[config.mk]
export PLATFORM = sky130hd
export DESIGN_NAME = bram_stream_reader
export DESIGN_NICKNAME = d
export VERILOG_FILES = /design/src/rtl/bram_rd_pkg.sv /design/src/rtl/bram_rd_fifo3.sv /design/src/rtl/bram_stream_reader.sv
export SDC_FILE = /design/constraint.sdc
export NUM_CORES = 1
export LEC_CHECK = 0
export ABC_AREA = 0
export CORE_MARGIN = 4
export CORE_UTILIZATION = 50
export DETAILED_ROUTE_END_ITERATION = 8
export PLACE_DENSITY = 0.76
export REMOVE_ABC_BUFFERS = 1
export SETUP_SLACK_MARGIN = 0.1
export SLEW_MARGIN = 20
export SYNTH_ARGS = -nofsm -noshare
export SYNTH_HDL_FRONTEND = slang
export SYNTH_SLANG_ARGS = --single-unit
[constraint.sdc]
create_clock -name clk -period 3.26 [get_ports clk]
set_input_delay 0.326 -clock clk [delete_from_list [all_inputs] [get_ports clk]]
set_output_delay 0.326 -clock clk [all_outputs]
set_load 0.03 [all_outputs]
[src/rtl/bram_rd_pkg.sv]
// rtl/bram_rd_pkg.sv - shared types and sizing helpers for the BRAM stream reader
package bram_rd_pkg;

    typedef enum logic [1:0] {S_IDLE, S_RUN, S_DRAIN, S_FIN} state_t;

    localparam int BUF_DEPTH = 3;
    localparam int OCC_W     = $clog2(BUF_DEPTH + 1);

    // Word counts span 0..2**addr_w inclusive, so they need one bit more than an address.
    function automatic int cnt_w(input int addr_w);
        return addr_w + 1;
    endfunction

endpackage

[src/rtl/bram_rd_fifo3.sv]
// rtl/bram_rd_fifo3.sv - 3-entry shift-register FIFO; head slot drives the stream directly
module bram_rd_fifo3 import bram_rd_pkg::*; #(
    parameter int DATA = 8
) (
    input  logic             clk,
    input  logic             nreset,
    input  logic             push,
    input  logic [DATA-1:0]  push_data,
    input  logic             pop,
    input  logic             flush,
    output logic [OCC_W-1:0] occ,
    output logic [DATA-1:0]  head_data,
    output logic             head_valid
);

    logic [BUF_DEPTH-1:0][DATA-1:0] data_q, data_n;
    logic [BUF_DEPTH-1:0]           vld_q, vld_n;
    logic                           placed;

    // Valid slots are always contiguous from slot 0, so a pop is a shift down
    // and a push lands in the first free slot after that shift.
    always_comb begin
        data_n = data_q;
        vld_n  = vld_q;
        placed = 1'b0;
        if (pop) begin
            for (int i = 0; i < BUF_DEPTH - 1; i++) begin
                data_n[i] = data_q[i+1];
                vld_n[i]  = vld_q[i+1];
            end
            vld_n[BUF_DEPTH-1] = 1'b0;
        end
        if (push) begin
            for (int i = 0; i < BUF_DEPTH; i++) begin
                if (!placed && !vld_n[i]) begin
                    vld_n[i]  = 1'b1;
                    data_n[i] = push_data;
                    placed    = 1'b1;
                end
            end
        end
    end

    always_ff @(posedge clk) begin
        if (!nreset) begin
            data_q <= '0;
            vld_q  <= '0;
        end else if (flush) begin
            vld_q  <= '0;
        end else begin
            data_q <= data_n;
            vld_q  <= vld_n;
        end
    end

    always_comb begin
        if (vld_q[2])      occ = OCC_W'(3);
        else if (vld_q[1]) occ = OCC_W'(2);
        else if (vld_q[0]) occ = OCC_W'(1);
        else               occ = OCC_W'(0);
    end

    assign head_data  = data_q[0];
    assign head_valid = vld_q[0];

endmodule

[src/rtl/bram_stream_reader.sv]
// rtl/bram_stream_reader.sv - reads LEN words from a 1-cycle-latency BRAM port onto a valid/ready stream
// Optional build macro BRAM_RD_LOOP_EN adds the 'loop' input for continuous re-reading of the window.
module bram_stream_reader import bram_rd_pkg::*; #(
    parameter int ADDR = 10,
    parameter int DATA = 8
) (
    input  logic            clk,
    input  logic            nreset,
    input  logic            start,
    input  logic [ADDR-1:0] base,
    input  logic [ADDR:0]   len,
    input  logic            abort,
`ifdef BRAM_RD_LOOP_EN
    input  logic            loop,
`endif
    output logic            busy,
    output logic            done,
    output logic [ADDR-1:0] ram_addr,
    input  logic [DATA-1:0] ram_read,
    output logic [DATA-1:0] m_data,
    output logic            m_valid,
    input  logic            m_ready
);

    localparam int CW = cnt_w(ADDR);

    state_t           state;
    logic [CW-1:0]    remaining;
    logic             inflight;
    logic             issue;
    logic             pop;
    logic             drain_last;
    logic [OCC_W-1:0] occ;

`ifdef BRAM_RD_LOOP_EN
    logic [ADDR-1:0]  base_r;
    logic [CW-1:0]    len_r;
    logic [CW-1:0]    pass_cnt;
    logic             pass_end;

    assign pass_end = pop && (pass_cnt == len_r - CW'(1));
`endif

    // Issue decision uses only registered counts so m_ready never reaches ram_addr.
    assign issue      = (state == S_RUN) && !abort && ((int'(occ) + int'(inflight)) < BUF_DEPTH);
    assign pop        = m_valid && m_ready;
    assign drain_last = !inflight && ((occ == OCC_W'(0)) || ((occ == OCC_W'(1)) && pop));

    bram_rd_fifo3 #(.DATA(DATA)) u_fifo (
        .clk        (clk),
        .nreset     (nreset),
        .push       (inflight),
        .push_data  (ram_read),
        .pop        (pop),
        .flush      (abort),
        .occ        (occ),
        .head_data  (m_data),
        .head_valid (m_valid)
    );

    always_ff @(posedge clk) begin
        if (!nreset) begin
            state     <= S_IDLE;
            busy      <= 1'b0;
            done      <= 1'b0;
            ram_addr  <= '0;
            remaining <= '0;
            inflight  <= 1'b0;
`ifdef BRAM_RD_LOOP_EN
            base_r    <= '0;
            len_r     <= '0;
            pass_cnt  <= '0;
`endif
        end else if (abort) begin
            // Clearing inflight discards any word the RAM returns next cycle.
            state    <= S_IDLE;
            busy     <= 1'b0;
            done     <= 1'b0;
            inflight <= 1'b0;
        end else begin
            inflight <= issue;
            done     <= 1'b0;
`ifdef BRAM_RD_LOOP_EN
            if (pop) pass_cnt <= pass_end ? '0 : pass_cnt + CW'(1);
`endif
            case (state)
                S_IDLE: begin
                    if (start) begin
                        ram_addr  <= base;
                        remaining <= len;
                        busy      <= 1'b1;
`ifdef BRAM_RD_LOOP_EN
                        base_r    <= base;
                        len_r     <= len;
                        pass_cnt  <= '0;
`endif
                        if (len == '0) begin
                            state <= S_FIN;
                            done  <= 1'b1;
                        end else begin
                            state <= S_RUN;
                        end
                    end
                end
                S_RUN: begin
`ifdef BRAM_RD_LOOP_EN
                    done <= pass_end;
`endif
                    if (issue) begin
                        ram_addr  <= ram_addr + ADDR'(1);
                        remaining <= remaining - CW'(1);
                        if (remaining == CW'(1)) begin
`ifdef BRAM_RD_LOOP_EN
                            if (loop) begin
                                ram_addr  <= base_r;
                                remaining <= len_r;
                            end else begin
                                state <= S_DRAIN;
                            end
`else
                            state <= S_DRAIN;
`endif
                        end
                    end
                end
                S_DRAIN: begin
                    if (drain_last) begin
                        state <= S_FIN;
                        done  <= 1'b1;
                    end
`ifdef BRAM_RD_LOOP_EN
                    else begin
                        done <= pass_end;
                    end
`endif
                end
                S_FIN: begin
                    state <= S_IDLE;
                    busy  <= 1'b0;
                end
                default: state <= S_IDLE;
            endcase
        end
    end

endmodule

==> flow_summary_export.csv <==
group,metric,value,unit
run_status,outcome,"finished clean",
clock_tree,cts_hold_buf,0,
clock_tree,clock_sinks,53,
global_route,grt-busiest-layer,"met2",
detailed_routing,route.detailed.drc,0,
synth,yosysSeqAreaShare,33.96,%
worst_setup_path,cp_max_fo,24,
min_path,hold_path.class,"reg2reg",
final_layout,mostFrequentLayoutCells,"54 x clkdlybuf4s50_1, 53 x dfxtp_1, 42 x nor2_1, 26 x a21oi_1, 22 x nand2_1",
timing,drv_slew,0,
synth,synth_area,3124,um2
synth,avgSynthCellArea,8.376,um2
clock_tree,cts_tree,"done",
synth,synth_top_area_share,33.96,%
worst_setup_path,end_kind,"flop",
global_route,track_usage,20.19,%
detailed_routing,wire_per_inst,15.26,um
timing,worst_pin_slew,0.7824,ns
die,die_height,87.05,um
power_and_ir_drop,clkPwrFrac,29.2,%
final_layout,fillers,557,
detailed_routing,firstDrtPassIters,4,
clock_tree,cts-resized-gates,0,
power_and_ir_drop,power.density,355.7,nW/um2
final_layout,layout_commonest_cell,"clkdlybuf4s50_1",
timing,setup_violations,0,
run,drv_cap,0,
final_layout,multi_input_area,1861,um2
timing,finalHoldViolCount,0,
final_layout,layout.nets,450,
synth,yosys.area.top_type,"dfxtp_1",
timing,finalClockSkew,0.007500,ns
final_layout,antenna_cells,0,
power_and_ir_drop,switchingPower,387.6,uW
clock_tree,clk_transition_reported_paths,0.10,ns
worst_setup_path,timing.rr.start,"u_fifo.vld_q[1]",
final_layout,final_area,3721,um2
timing,period_needed,2.714,ns
worst_setup_path,start_kind,"flop",
clock_tree,cts_made_buffers,5,
die,die-area,7577,um2
placement,dp.cells,475,
die,fp-row-count,28,
timing,grt_setup_unrepaired,"false",
placement,hpwl,5284,um
min_path,hp-start,"remaining[7]",
clock_tree,clk_latency,0.31,ns
synth,yosys_warnings,0,
die,die-width,87.05,um
die,boundaryPins,55,
detailed_routing,num_vias,2864,
global_route,use_met3,3.500,%
synth,synth.area.top_cells,"dfxtp_1 34%, nor2_1 5.0%, a21oi_1 4.2%",
final_layout,final_layout_size_suffix_gt1_share,9.559,%
synth,ys_ff_latch,53,
worst_setup_path,rr_endpoint,"remaining[9]",
die,initial_utilization,52.15,%
power_and_ir_drop,p_int,935.9,uW
placement,port_buffers,54,
power_and_ir_drop,power_frac_seq,52.2,%
worst_setup_path,r2r_slack,0.55,ns
timing,max_freq,0.3684,GHz
die,coreArea,5991,um2
power_and_ir_drop,peakVddDrop,0.1864,mV
clock_tree,cts_buffer_depth,2,
clock_tree,root_buffer,"clkbuf_8",
placement,placedInstanceArea,3631,um2
synth,synth_edf_count,0,
final_layout,final_core_util,62.11,%
worst_setup_path,crit_arrival,2.92,ns
timing,period_share,83.26,%
detailed_routing,drtAntennaViolNets,0,
global_route,grt_max_degree,37,
global_route,grt_pass1_wl,12580,um
final_layout,area_growth_syn_to_layout,19.10,%
global_route,grt_use_met2,35.54,%
global_route,grt_pass1_vias,2750,
detailed_routing,vias_per_cell,5.930,
detailed_routing,drtIter0Drc,141,
power_and_ir_drop,p_sw_share,29.29,%
worst_setup_path,required,3.47,ns
synth,yosys_most_used_dff,"dfxtp_1",
min_path,hold_end,"remaining[7]",
min_path,min_path_cells,2,
final_layout,stdcell_count,483,
global_route,use_met1,25.13,%
global_route,antenna_found_initial,0,
detailed_routing,totalWireLength,7371,um
final_layout,final-seq-area,1061,um2
synth,synth_cells,373,
placement,place_congestion,0.8028,
synth,synth-async-reset-ratio,0,%
power_and_ir_drop,p_comb_share,18.7,%
power_and_ir_drop,p_leak,1.363,nW
clock_tree,cts-htree-levels,2,
timing,maxSlewHeadroom,47.45,%
clock_tree,post_cts_buffers,0,
global_route,grt_remaining_overflow,0,
timing,fin_setup_tns,0,ns
worst_setup_path,r2r_cells,8,
synth,ys_types,55,
worst_setup_path,crit_type,"reg2reg",
[cells in the mapped netlist, drive strengths merged, types with 3 or more instances]
master,count
o21a,6
o2bb2ai,5
and2,3
or3b,8
and3,3
a21oi,26
buf,20
o21ai,18
ha,9
nand3,5
nor3,9
nand2b,6
nor2b,20
o31ai,11
o221a,10
nand2,23
o22ai,3
a21boi,9
nor4,4
and4,4
mux2i,11
nor2,42
clkbuf,13
inv,8
o211ai,5
dfxtp,53
o221ai,8
[metrics by stage]
stage                     power [mW]  hold WS (ns)  worst slack (ns)
after floorplan               0.8339        0.4435            0.8702
after global placement        0.9472        0.4700            0.6069
after detailed placement      0.9507        0.4807            0.5667
after CTS                      1.337        0.4965            0.5561
after global routing           1.392        0.5156            0.3424
final                          1.324        0.4942            0.5456
[final cells by class]
class / instances / area share [%]
multi-input combinational: 279 / 50.00
sequential: 53 / 28.51
timing repair buffer: 60 / 15.74
tap: 75 / 2.522
clock buffer: 5 / 1.849
inverter: 8 / 0.8070
clock inverter: 3 / 0.5716
[routing by layer]
layer	wire length [um]	part of all wire (%)
met1	3359	46
met2	3486	47
met3	462	6.3
met4	62	0.84
met5	0	0
[worst max-delay path, stage by stage, from the launching register on]
cell and delay [ns]:
dfxtp_1 0.61, inv_1 0.11, a21o_1 0.18, ha_1 0.17, ha_1 0.28, a21o_1 0.21, a211o_1 0.58, o2bb2ai_1 0.23
o31a_1 0.23
[power by group through the flow]
stage	clock network [mW]	registers, mW	logic, mW
final	0.386	0.691	0.247
after floorplan	0	0.720	0.114
after detailed placement	0	0.705	0.246
after global routing	0.426	0.695	0.272
after CTS	0.400	0.690	0.247
after global placement	0	0.704	0.243
[flip-flops by register name (all words and copies together) (netlist names)]
name and flops:
inflight 1, done 1, busy 1, u_fifo.vld_q 3, remaining 11, u_fifo.head_data 8
u_fifo.data_q 16, ram_addr 10, state 2
[worst max path at each step]
stage               startpoint            to  slack [ns]  cells after the start
3_3_place_gp   u_fifo.vld_q[1]  remaining[9]        0.61                      8
4_1_cts        u_fifo.vld_q[1]  remaining[9]        0.56                      8
5_1_grt        u_fifo.vld_q[1]  remaining[9]        0.34                      8
3_5_place_dp   u_fifo.vld_q[1]  remaining[9]        0.57                      8
6_report       u_fifo.vld_q[1]  remaining[9]        0.55                      8
2_1_floorplan  u_fifo.vld_q[1]  remaining[9]        0.87                      8
[cells by family after synthesis]
| family | count (synthesis) | synth area share [%] |
|---|---|---|
| buf+inv | 41 | 6.488 |
| flops | 53 | 33.96 |
| mux | 11 | 3.524 |
| compound gates | 119 | 27.43 |
| simple gates | 139 | 24.71 |
| fa+ha+maj | 9 | 3.604 |
| xor+xnor | 1 | 0.2804 |
(Power assumes the default switching activity.)
